File: src/rtl/bus_cycle_pkg.sv
// Shared 68030 bus-termination types: port-width codes, DSACK encodings and the cycle FSM states.
// Pure declarations, no timing; the port-width codes are shared with the device decode.
package bus_cycle_pkg;

    localparam logic [1:0] PORT_WIDTH_NULL = 2'b00;
    localparam logic [1:0] PORT_WIDTH_BYTE = 2'b01;
    localparam logic [1:0] PORT_WIDTH_WORD = 2'b10;
    localparam logic [1:0] PORT_WIDTH_LONG = 2'b11;

    localparam logic [1:0] DSACK_NONE = 2'b00;
    localparam logic [1:0] DSACK_BYTE = 2'b01;
    localparam logic [1:0] DSACK_WORD = 2'b10;
    localparam logic [1:0] DSACK_LONG = 2'b11;

    typedef enum logic [2:0] {
        ST_IDLE,
        ST_WAIT,
        ST_ACK,
        ST_BERR,
        ST_DRAIN
    } state_t;

    function automatic logic [1:0] width_to_dsack(input logic [1:0] width);
        case (width)
            PORT_WIDTH_BYTE: return DSACK_BYTE;
            PORT_WIDTH_WORD: return DSACK_WORD;
            PORT_WIDTH_LONG: return DSACK_LONG;
            default:         return DSACK_NONE;
        endcase
    endfunction

endpackage

File: src/rtl/wait_state_regs.sv
// Per-device wait-state register file: one write port, one read port selected by a one-hot device vector.
// Writes land on the clock edge; the read is combinational, so a same-edge write is seen only by later reads.
module wait_state_regs
    import bus_cycle_pkg::*;
#(
    parameter int NUM_DEVICES  = 16,
    parameter int WAIT_WIDTH   = 4,
    parameter int DEFAULT_WAIT = 2,
    parameter int IDX_W        = $clog2(NUM_DEVICES)
) (
    input  logic                   clk_i,
    input  logic                   rst_n_i,
    input  logic                   cfg_we_i,
    input  logic [IDX_W-1:0]       cfg_index_i,
    input  logic [WAIT_WIDTH-1:0]  cfg_wait_i,
    input  logic [NUM_DEVICES-1:0] rd_sel_i,
    output logic [WAIT_WIDTH-1:0]  rd_wait_o
);

    logic [WAIT_WIDTH-1:0] regs_q [NUM_DEVICES];

    always_ff @(posedge clk_i or negedge rst_n_i) begin
        if (!rst_n_i) begin
            for (int i = 0; i < NUM_DEVICES; i++) begin
                regs_q[i] <= WAIT_WIDTH'(DEFAULT_WAIT);
            end
        end else if (cfg_we_i && (32'(cfg_index_i) < NUM_DEVICES)) begin
            regs_q[cfg_index_i] <= cfg_wait_i;
        end
    end

    // One-hot select lets the read collapse to an AND-OR tree.
    always_comb begin
        rd_wait_o = '0;
        for (int i = 0; i < NUM_DEVICES; i++) begin
            rd_wait_o = rd_wait_o | (regs_q[i] & {WAIT_WIDTH{rd_sel_i[i]}});
        end
    end

endmodule

File: src/rtl/bus_cycle_timer.sv
// 68030 bus-cycle termination: programmable wait states, device hold and a BERR watchdog driving registered DSACK/AVEC/BERR.
// dsack from E(N+1) for wait N; avec/null-berr from E1; terminations hold until AS is sampled low.
module bus_cycle_timer
    import bus_cycle_pkg::*;
#(
    parameter int NUM_DEVICES    = 16,
    parameter int WAIT_WIDTH     = 4,
    parameter int DEFAULT_WAIT   = 2,
    parameter int TIMEOUT_CYCLES = 255
) (
    input  logic                           clock,
    input  logic                           reset_n,
    input  logic                           as,
    input  logic                           function_normal_selected,
    input  logic                           function_int_ack_selected,
    input  logic [NUM_DEVICES-1:0]         device_selected,
    input  logic [1:0]                     port_width,
    input  logic [NUM_DEVICES-1:0]         device_hold,
    input  logic                           cfg_we,
    input  logic [$clog2(NUM_DEVICES)-1:0] cfg_index,
    input  logic [WAIT_WIDTH-1:0]          cfg_wait,
    output logic [1:0]                     dsack,
    output logic                           avec,
    output logic                           berr,
    output logic                           busy
);

    localparam int TO_W = $clog2(TIMEOUT_CYCLES + 1);
    localparam logic [TO_W-1:0] TO_LAST = TO_W'(TIMEOUT_CYCLES - 1);
    localparam logic [TO_W-1:0] TO_MAX  = TO_W'(TIMEOUT_CYCLES);

    state_t                 state_q, state_d;
    logic [NUM_DEVICES-1:0] dev_q, dev_d;
    logic [1:0]             width_q, width_d;
    logic                   iack_q, iack_d;
    logic [WAIT_WIDTH-1:0]  wait_ctr_q, wait_ctr_d;
    logic [TO_W-1:0]        timeout_ctr_q, timeout_ctr_d;
    logic [1:0]             dsack_q, dsack_d;
    logic                   avec_q, avec_d;
    logic                   berr_q, berr_d;
    logic [WAIT_WIDTH-1:0]  dev_wait;
    logic                   hold_sel;

    wait_state_regs #(
        .NUM_DEVICES  (NUM_DEVICES),
        .WAIT_WIDTH   (WAIT_WIDTH),
        .DEFAULT_WAIT (DEFAULT_WAIT)
    ) u_regs (
        .clk_i       (clock),
        .rst_n_i     (reset_n),
        .cfg_we_i    (cfg_we),
        .cfg_index_i (cfg_index),
        .cfg_wait_i  (cfg_wait),
        .rd_sel_i    (device_selected),
        .rd_wait_o   (dev_wait)
    );

    assign hold_sel = |(device_hold & dev_q);

    always_comb begin
        state_d       = state_q;
        dev_d         = dev_q;
        width_d       = width_q;
        iack_d        = iack_q;
        wait_ctr_d    = wait_ctr_q;
        timeout_ctr_d = timeout_ctr_q;
        if (state_q != ST_IDLE && state_q != ST_DRAIN && timeout_ctr_q != TO_MAX) begin
            timeout_ctr_d = timeout_ctr_q + TO_W'(1);
        end

        case (state_q)
            ST_IDLE: begin
                if (as) begin
                    dev_d         = device_selected;
                    width_d       = port_width;
                    iack_d        = !function_normal_selected && function_int_ack_selected;
                    wait_ctr_d    = dev_wait;
                    timeout_ctr_d = '0;
                    if (function_normal_selected) begin
                        state_d = (|device_selected) ? ST_WAIT : ST_BERR;
                    end else if (function_int_ack_selected) begin
                        state_d = ST_ACK;
                    end else begin
                        state_d = ST_DRAIN;
                    end
                end
            end
            ST_WAIT: begin
                if (!as) begin
                    state_d = ST_IDLE;
                end else if (timeout_ctr_q == TO_LAST) begin
                    state_d = ST_BERR;
                end else if (wait_ctr_q != '0) begin
                    wait_ctr_d = wait_ctr_q - WAIT_WIDTH'(1);
                end else if (!hold_sel) begin
                    state_d = (width_q == PORT_WIDTH_NULL) ? ST_BERR : ST_ACK;
                end
            end
            ST_ACK, ST_BERR, ST_DRAIN: begin
                if (!as) begin
                    state_d = ST_IDLE;
                end
            end
            default: state_d = ST_IDLE;
        endcase

        // Terminations entered straight from IDLE surface one edge later, matching a zero-wait cycle.
        dsack_d = DSACK_NONE;
        avec_d  = 1'b0;
        berr_d  = 1'b0;
        if (state_q != ST_IDLE) begin
            case (state_d)
                ST_ACK: begin
                    if (iack_q) begin
                        avec_d = 1'b1;
                    end else begin
                        dsack_d = width_to_dsack(width_q);
                    end
                end
                ST_BERR: berr_d = 1'b1;
                default: ;
            endcase
        end
    end

    always_ff @(posedge clock or negedge reset_n) begin
        if (!reset_n) begin
            state_q       <= ST_IDLE;
            dev_q         <= '0;
            width_q       <= PORT_WIDTH_NULL;
            iack_q        <= 1'b0;
            wait_ctr_q    <= '0;
            timeout_ctr_q <= '0;
            dsack_q       <= DSACK_NONE;
            avec_q        <= 1'b0;
            berr_q        <= 1'b0;
        end else begin
            state_q       <= state_d;
            dev_q         <= dev_d;
            width_q       <= width_d;
            iack_q        <= iack_d;
            wait_ctr_q    <= wait_ctr_d;
            timeout_ctr_q <= timeout_ctr_d;
            dsack_q       <= dsack_d;
            avec_q        <= avec_d;
            berr_q        <= berr_d;
        end
    end

    assign dsack = dsack_q;
    assign avec  = avec_q;
    assign berr  = berr_q;
    assign busy  = (state_q != ST_IDLE);

endmodule

File: config.mk
export PLATFORM = sky130hd
export DESIGN_NAME = bus_cycle_timer
export DESIGN_NICKNAME = d
export VERILOG_FILES = /design/src/rtl/bus_cycle_pkg.sv /design/src/rtl/wait_state_regs.sv /design/src/rtl/bus_cycle_timer.sv
export SDC_FILE = /design/constraint.sdc
export NUM_CORES = 1
export LEC_CHECK = 0
export CAP_MARGIN = 10
export CORE_UTILIZATION = 45
export DETAILED_ROUTE_END_ITERATION = 7
export PLACE_DENSITY_LB_ADDON = 0.05
export SLEW_MARGIN = 40
export SYNTH_ARGS = -nofsm -noshare
export SYNTH_HDL_FRONTEND = slang
export SYNTH_SLANG_ARGS = --single-unit
File: constraint.sdc
create_clock -name clock -period 2 [get_ports clock]
set_input_delay 0.2 -clock clock [delete_from_list [all_inputs] [get_ports clock]]
set_output_delay 0.2 -clock clock [all_outputs]
set_load 0.05 [all_outputs]
; ---- Yosys cells after proc, flatten, opt, wreduce, memory -nomap -nowiden
; Index checks and enable logic that the tools add are counted.
[word_totals]
regBits = 102
inputBits = 48
output_inout_bits = 5
elab_cells = 124
[classes]
addsub = 2
magnitude_cmp = 2
eq_ne = 16
muxes = 31
bitwise = 33
reduce_logical = 15
[op_table]
columns = operator, count
row1 = $and A4 B4 Y4, 16
row2 = $bwmux W64, 1
row3 = $or A4 B4 Y4, 15
row4 = $reduce_or A16 Y1, 2
row5 = $mux W3, 8
row6 = $mux W8, 3
row7 = $mux W4, 5
row8 = $and A16 B16 Y16, 1
row9 = $demux W4 S4, 1
row10 = $eq A3 B2 Y1 const B, 4
row11 = $pmux W3 S3, 1
row12 = $add A8 B1 Y8 const B, 1
row13 = $eq A8 B8 Y1 const B, 1
row14 = $mux W2, 4
row15 = $ne A2 B2 Y1 const B, 4
row16 = $ne A8 B8 Y1 const B, 1
row17 = $pmux W4 S2, 1
row18 = $mux W1, 6
row19 = $pmux W2 S3, 1
row20 = $ge A5 B5 Y1 const B, 1
row21 = $lt A5 B1 Y1 const B, 1
row22 = $not A4 Y5, 1
row23 = $reduce_and A5 Y1, 1
row24 = $eq A2 B2 Y1 const B, 2
row25 = other kinds (14), 17

; ---- Logic depth before layout (Yosys ltp)
[depth]
ltp_word = 18
ltp_mapped = 7
ltp_nobuf = 7

; ---- Modules after synthesis
; A second synthesis with hierarchy kept.
[unflattened]
hier_cells = 407
area_unflattened_um2 = 4724.5
[by_module_without_submodules]
columns = mod, instances, cells_each, area_each_um2, seq_area_each_um2
row1 = wait_state_regs, 1, 192, 2797.7, 1621.6
row2 = bus_cycle_timer, 1, 215, 1926.8, 950.9

; ---- Least setup slack after synthesis
; OpenSTA, ideal clock, no wires.
[synth_timing]
kind = register to register
from = register state_q[2]
to = register dsack_q[0] (netlist: dsack[0])
setup_ns = 0.101
arrival_ns = 1.917
t_required_ns = 1.899
path_slack_ns = -0.018
stages_incl_launch_ff = 7
cell_sequence = dfrtp_1 -> or4b_1 -> buf_2 -> or4_1 -> o211ai_1 -> a31oi_1 -> nor4_1
[synth_via]
elab_chain_len = 8
[synth_lines]
columns = item, line_no
row1 = from (decl), bus_cycle_timer.sv:32  ; state_t state_q, state_d;
row2 = from (signal assigned), bus_cycle_timer.sv:138  ; state_q <= state_d;
row3 = $mux W3, bus_cycle_timer.sv:95  ; end else if (!hold_sel) begin
row4 = $mux W3, bus_cycle_timer.sv:93  ; end else if (wait_ctr_q != '0) begin
row5 = $mux W3, bus_cycle_timer.sv:91  ; end else if (timeout_ctr_q == TO_LAST) begin
row6 = $mux W3, bus_cycle_timer.sv:89  ; if (!as) begin
row7 = $pmux W3 S3, bus_cycle_timer.sv:71  ; case (state_q)
row8 = $eq A3 B2 Y1, bus_cycle_timer.sv:112  ; case (state_d)
row9 = $mux W2, bus_cycle_timer.sv:112
row10 = $mux W2 *, bus_cycle_timer.sv:111  ; if (state_q != ST_IDLE) begin
row11 = named net dsack_d[0], bus_cycle_timer.sv:38  ; logic [1:0] dsack_q, dsack_d;
row12 = to (signal assigned), bus_cycle_timer.sv:144  ; dsack_q <= dsack_d;
row13 = to (decl), bus_cycle_timer.sv:38
; Mark *: on every way through the listed nets, which the timed path passes. The rest lies on a longest branch.
; A chain may end at the register's enable or synchronous reset.

; ---- Worst setup path after layout
; Same ends and word-level chain as after synthesis.

==> summary.txt <==
STA
  • Max_slew headroom: 55.5%
  • Final setup TNS: 0 ps
  • Setup ws final: 39.2 ps
  • Fin. Hold Viols: 0
  • Worst-Margin Slew: 666 ps
  • # setup viols final: 0
  • Max Clock Skew: 8.84 ps
  • Period Utilization, post-route: 98.0%
  • Min Tclk post-route: 1960 ps
  • Slew Limit Fails: 0
  • Max Freq: 510 MHz
  • RSZ-0062 raised after global routing: true

CTS
  • CTS root buffer: clkbuf_8
  • CTS Sinks: 102
  • CTS buffer count: 9
  • Setup Fix Bufs, Post-CTS: 0
  • CTS Buffer Depth: 2
  • CTS tree: done
  • Worst-path clk slew: 90 ps
  • H-tree depth: 3
  • Clk_lat worst skew: 380 ps

Die
  • Initial Util: 47.3%
  • Die Width: 104 µm
  • Num ports: 53
  • Die area: 10900 µm²
  • Placeable Area: 9950 µm²
  • Row cnt: 36
  • Die Y: 104 µm

Global routing
  • Grt peak-use layer: met2
  • Vias in the first global route: 3773
  • GR Util met2: 40.8%
  • Routing usage on met3: 5.26%
  • First-pass GRT wire length: 19800 µm
  • Largest net degree at the start of global routing: 47
  • Initial antenna violation count: 0
  • GRT Overall Usage: 24.0%
  • Grt met1 use: 29.0%
  • GRT overflow: 0

Drt
  • Total length of routed wires: 12200 µm
  • Post-route ant nets: 0
  • Wire length per cell: 19.2 µm
  • Initial DRC count: 198
  • DRC viols: 0
  • First-pass iteration count of the detailed router: 4
  • Via-to-Cell Ratio: 5.66
  • Via count: 3592

Min path
  • Min-delay worst type: in -> reg
  • Hold path startpoint: port_width[1]
  • Worst hold stages: 3

Placed design
  • IO buf count: 52
  • Cell Area, Placed: 5630 µm²
  • Routability congestion estimate: 0.903
  • HPWL Detailed: 9040 µm
  • Pre-CTS setup slack: -170 ps

Synthesis
  • Synth Instances: 410
  • Top FF cell, synth: dfrtp_1
  • Largest family of logic cells by synthesized area: multiplexers
  • Mux cell area share after synthesis: 15.3%
  • Post-Synth Simple-Gate Area: 15.1%
  • Top-count cell post-synth: dfrtp_1
  • Top post-synthesis cells by area: dfrtp_1 (46%), mux2_2 (15%), dfstp_2 (8.9%)
  • Top cells by count, synth: dfrtp_1 (86), nand2_1 (67), mux2_2 (64)
  • Synth Area in Compound Gates: 12.1%
  • Post-synth EDFFs: 0
  • Post-synthesis sequential area ratio: 54.6%
  • Syn nets: 462
  • Synth Area per Inst: 11.5 µm²
  • Synth Area in XOR/XNOR: 0.372%
  • Yosys top cell area share: 45.7%
  • Largest area contributor in the netlist: dfrtp_1
  • Post-Synthesis Cell Area: 4710 µm²
  • Post-Synth Adder-Cell Area: 1.06%
  • FFs w/ async S/R, synth: 100%
  • Synthesis-stage register bit count: 102
  • Ys Warns: 0
  • Post-synth cell types: 45

Critical path
  • Startpoint types: flip-flop
  • Critical path arrival: 2240 ps
  • Worst Setup SP: state_q[2]
  • RR Startpoint: state_q[2]
  • R2r worst-path depth: 5
  • CP max FO: 3
  • Kind of critical path: reg -> reg
  • Worst EP required: 2280 ps
  • Setup crit end kind: flip-flop

Finish
  • Antenna diode count: 0
  • Design area: 5890 µm²
  • Syn-to-layout area delta: 25.0%
  • Nets: 550
  • Seq. cell area: 2570 µm²
  • Area of the multi-input gates: 2100 µm²
  • Fraction of layout instances using a drive strength above 1: 28.9%
  • Filler cells: 865

Power and ir drop
  • Pwr Density: 1040 nW/µm²
  • P_leak: 2.55 nW
  • Max IR drop VDD: 0.000554 V

Flow run
  • Maxcap violations: 0

Run status
  • Status: complete, no violations
-- registers in the layout (all words and copies together), names as in the netlist --
register / cells
u_regs.regs_q: 64
iack_q: 1
dev_q: 16
avec: 1
width_q: 2
timeout_ctr_q: 8
state_q: 3
berr: 1
wait_ctr_q: 4
dsack: 2
-- per-layer routing --
layer  wire length (µm)  vias up
met3                478       29
met4                470        0
li1                   -     1683
met5                  0        -
met1               5190     1800
met2               6060       80
-- metrics by stage --
| stage | hold WS [ps] | power [W] | instances | util [%] |
|---|---|---|---|---|
| floorplan | -95.6 | 0.00408 | 410 | - |
| global placement | 247 | 0.00470 | 619 | 56.6 |
| global route | 354 | 0.00653 | 635 | 59.1 |
| detailed placement | 246 | 0.00476 | 619 | 56.6 |
| finish | 348 | 0.00615 | 635 | 59.1 |
| CTS | 342 | 0.00618 | 635 | 58.8 |
-- critical path, stage by stage, from the launching register on --
cell	delay [ps]
dfrtp_1	390
or4b_4	550
or4_4	420
o211ai_1	210
a31oi_2	90
nor4_2	220
-- cell usage in the layout (no fill, tap or decap), types with 2 or more instances in the layout --
| cell type | instances |
|---|---|
| a22o_1 | 15 |
| a211oi_1 | 5 |
| nor4_1 | 3 |
| nand3b_1 | 3 |
| o21ai_0 | 11 |
| clkdlybuf4s50_1 | 50 |
| a22oi_1 | 11 |
| a21oi_1 | 6 |
| dfrtp_1 | 86 |
| nor3b_2 | 2 |
| a221oi_1 | 15 |
| nor2_1 | 16 |
| inv_1 | 5 |
| nand2_1 | 67 |
| buf_4 | 37 |
| nand3_1 | 11 |
| bufinv_16 | 2 |
| mux2_2 | 64 |
| nand2b_1 | 7 |
| dfstp_2 | 16 |
| or3_1 | 2 |
| nor2b_1 | 4 |
| nand4_1 | 8 |
| and3_1 | 4 |
| ha_1 | 4 |
| nor4_2 | 2 |
| clkinv_4 | 2 |
| nor3b_1 | 2 |
| clkbuf_8 | 9 |
| nor3_1 | 5 |
| o211ai_1 | 3 |
-- worst paths after layout --
path,endpoint,slack [ps]
hold reg to reg,dev_q[11],490
setup reg to reg,dsack[0],40
hold / removal,width_q[1],350
min in group asynchronous,u_regs.regs_q[27],400
max in group asynchronous,u_regs.regs_q[5],910
setup / recovery,dsack[0],40
-- cell families after synthesis --
group	Yosys count
and+or+nand+nor	145
DFF	102
adders and majority gates	4
buffers and inverters	18
AOI/OAI and AO/OA	75
muxes	64
xor gates and xnor gates	2
-- layout make-up --
type	count	area share (%)
inverter	6	0.383
tap	133	2.83
clock buffer	10	2.17
sequential	102	43.7
timing repair buffer	89	13.7
clock inverter	5	1.45
multi-input combinational	290	35.7
-- report_power, final --
group	internal, W	switching [W]
registers	0.00269	0.000359
logic	0.000847	0.000845
clock network	0.000703	0.000700
total	0.00424	0.00190
-- timing repair --
item                       CTS  global route
hold buffers                 1             0
hold endpoints to repair    33             0
gates resized for setup      0             7
setup endpoints to repair    0             4
Power figures use the tool's default switching activity.
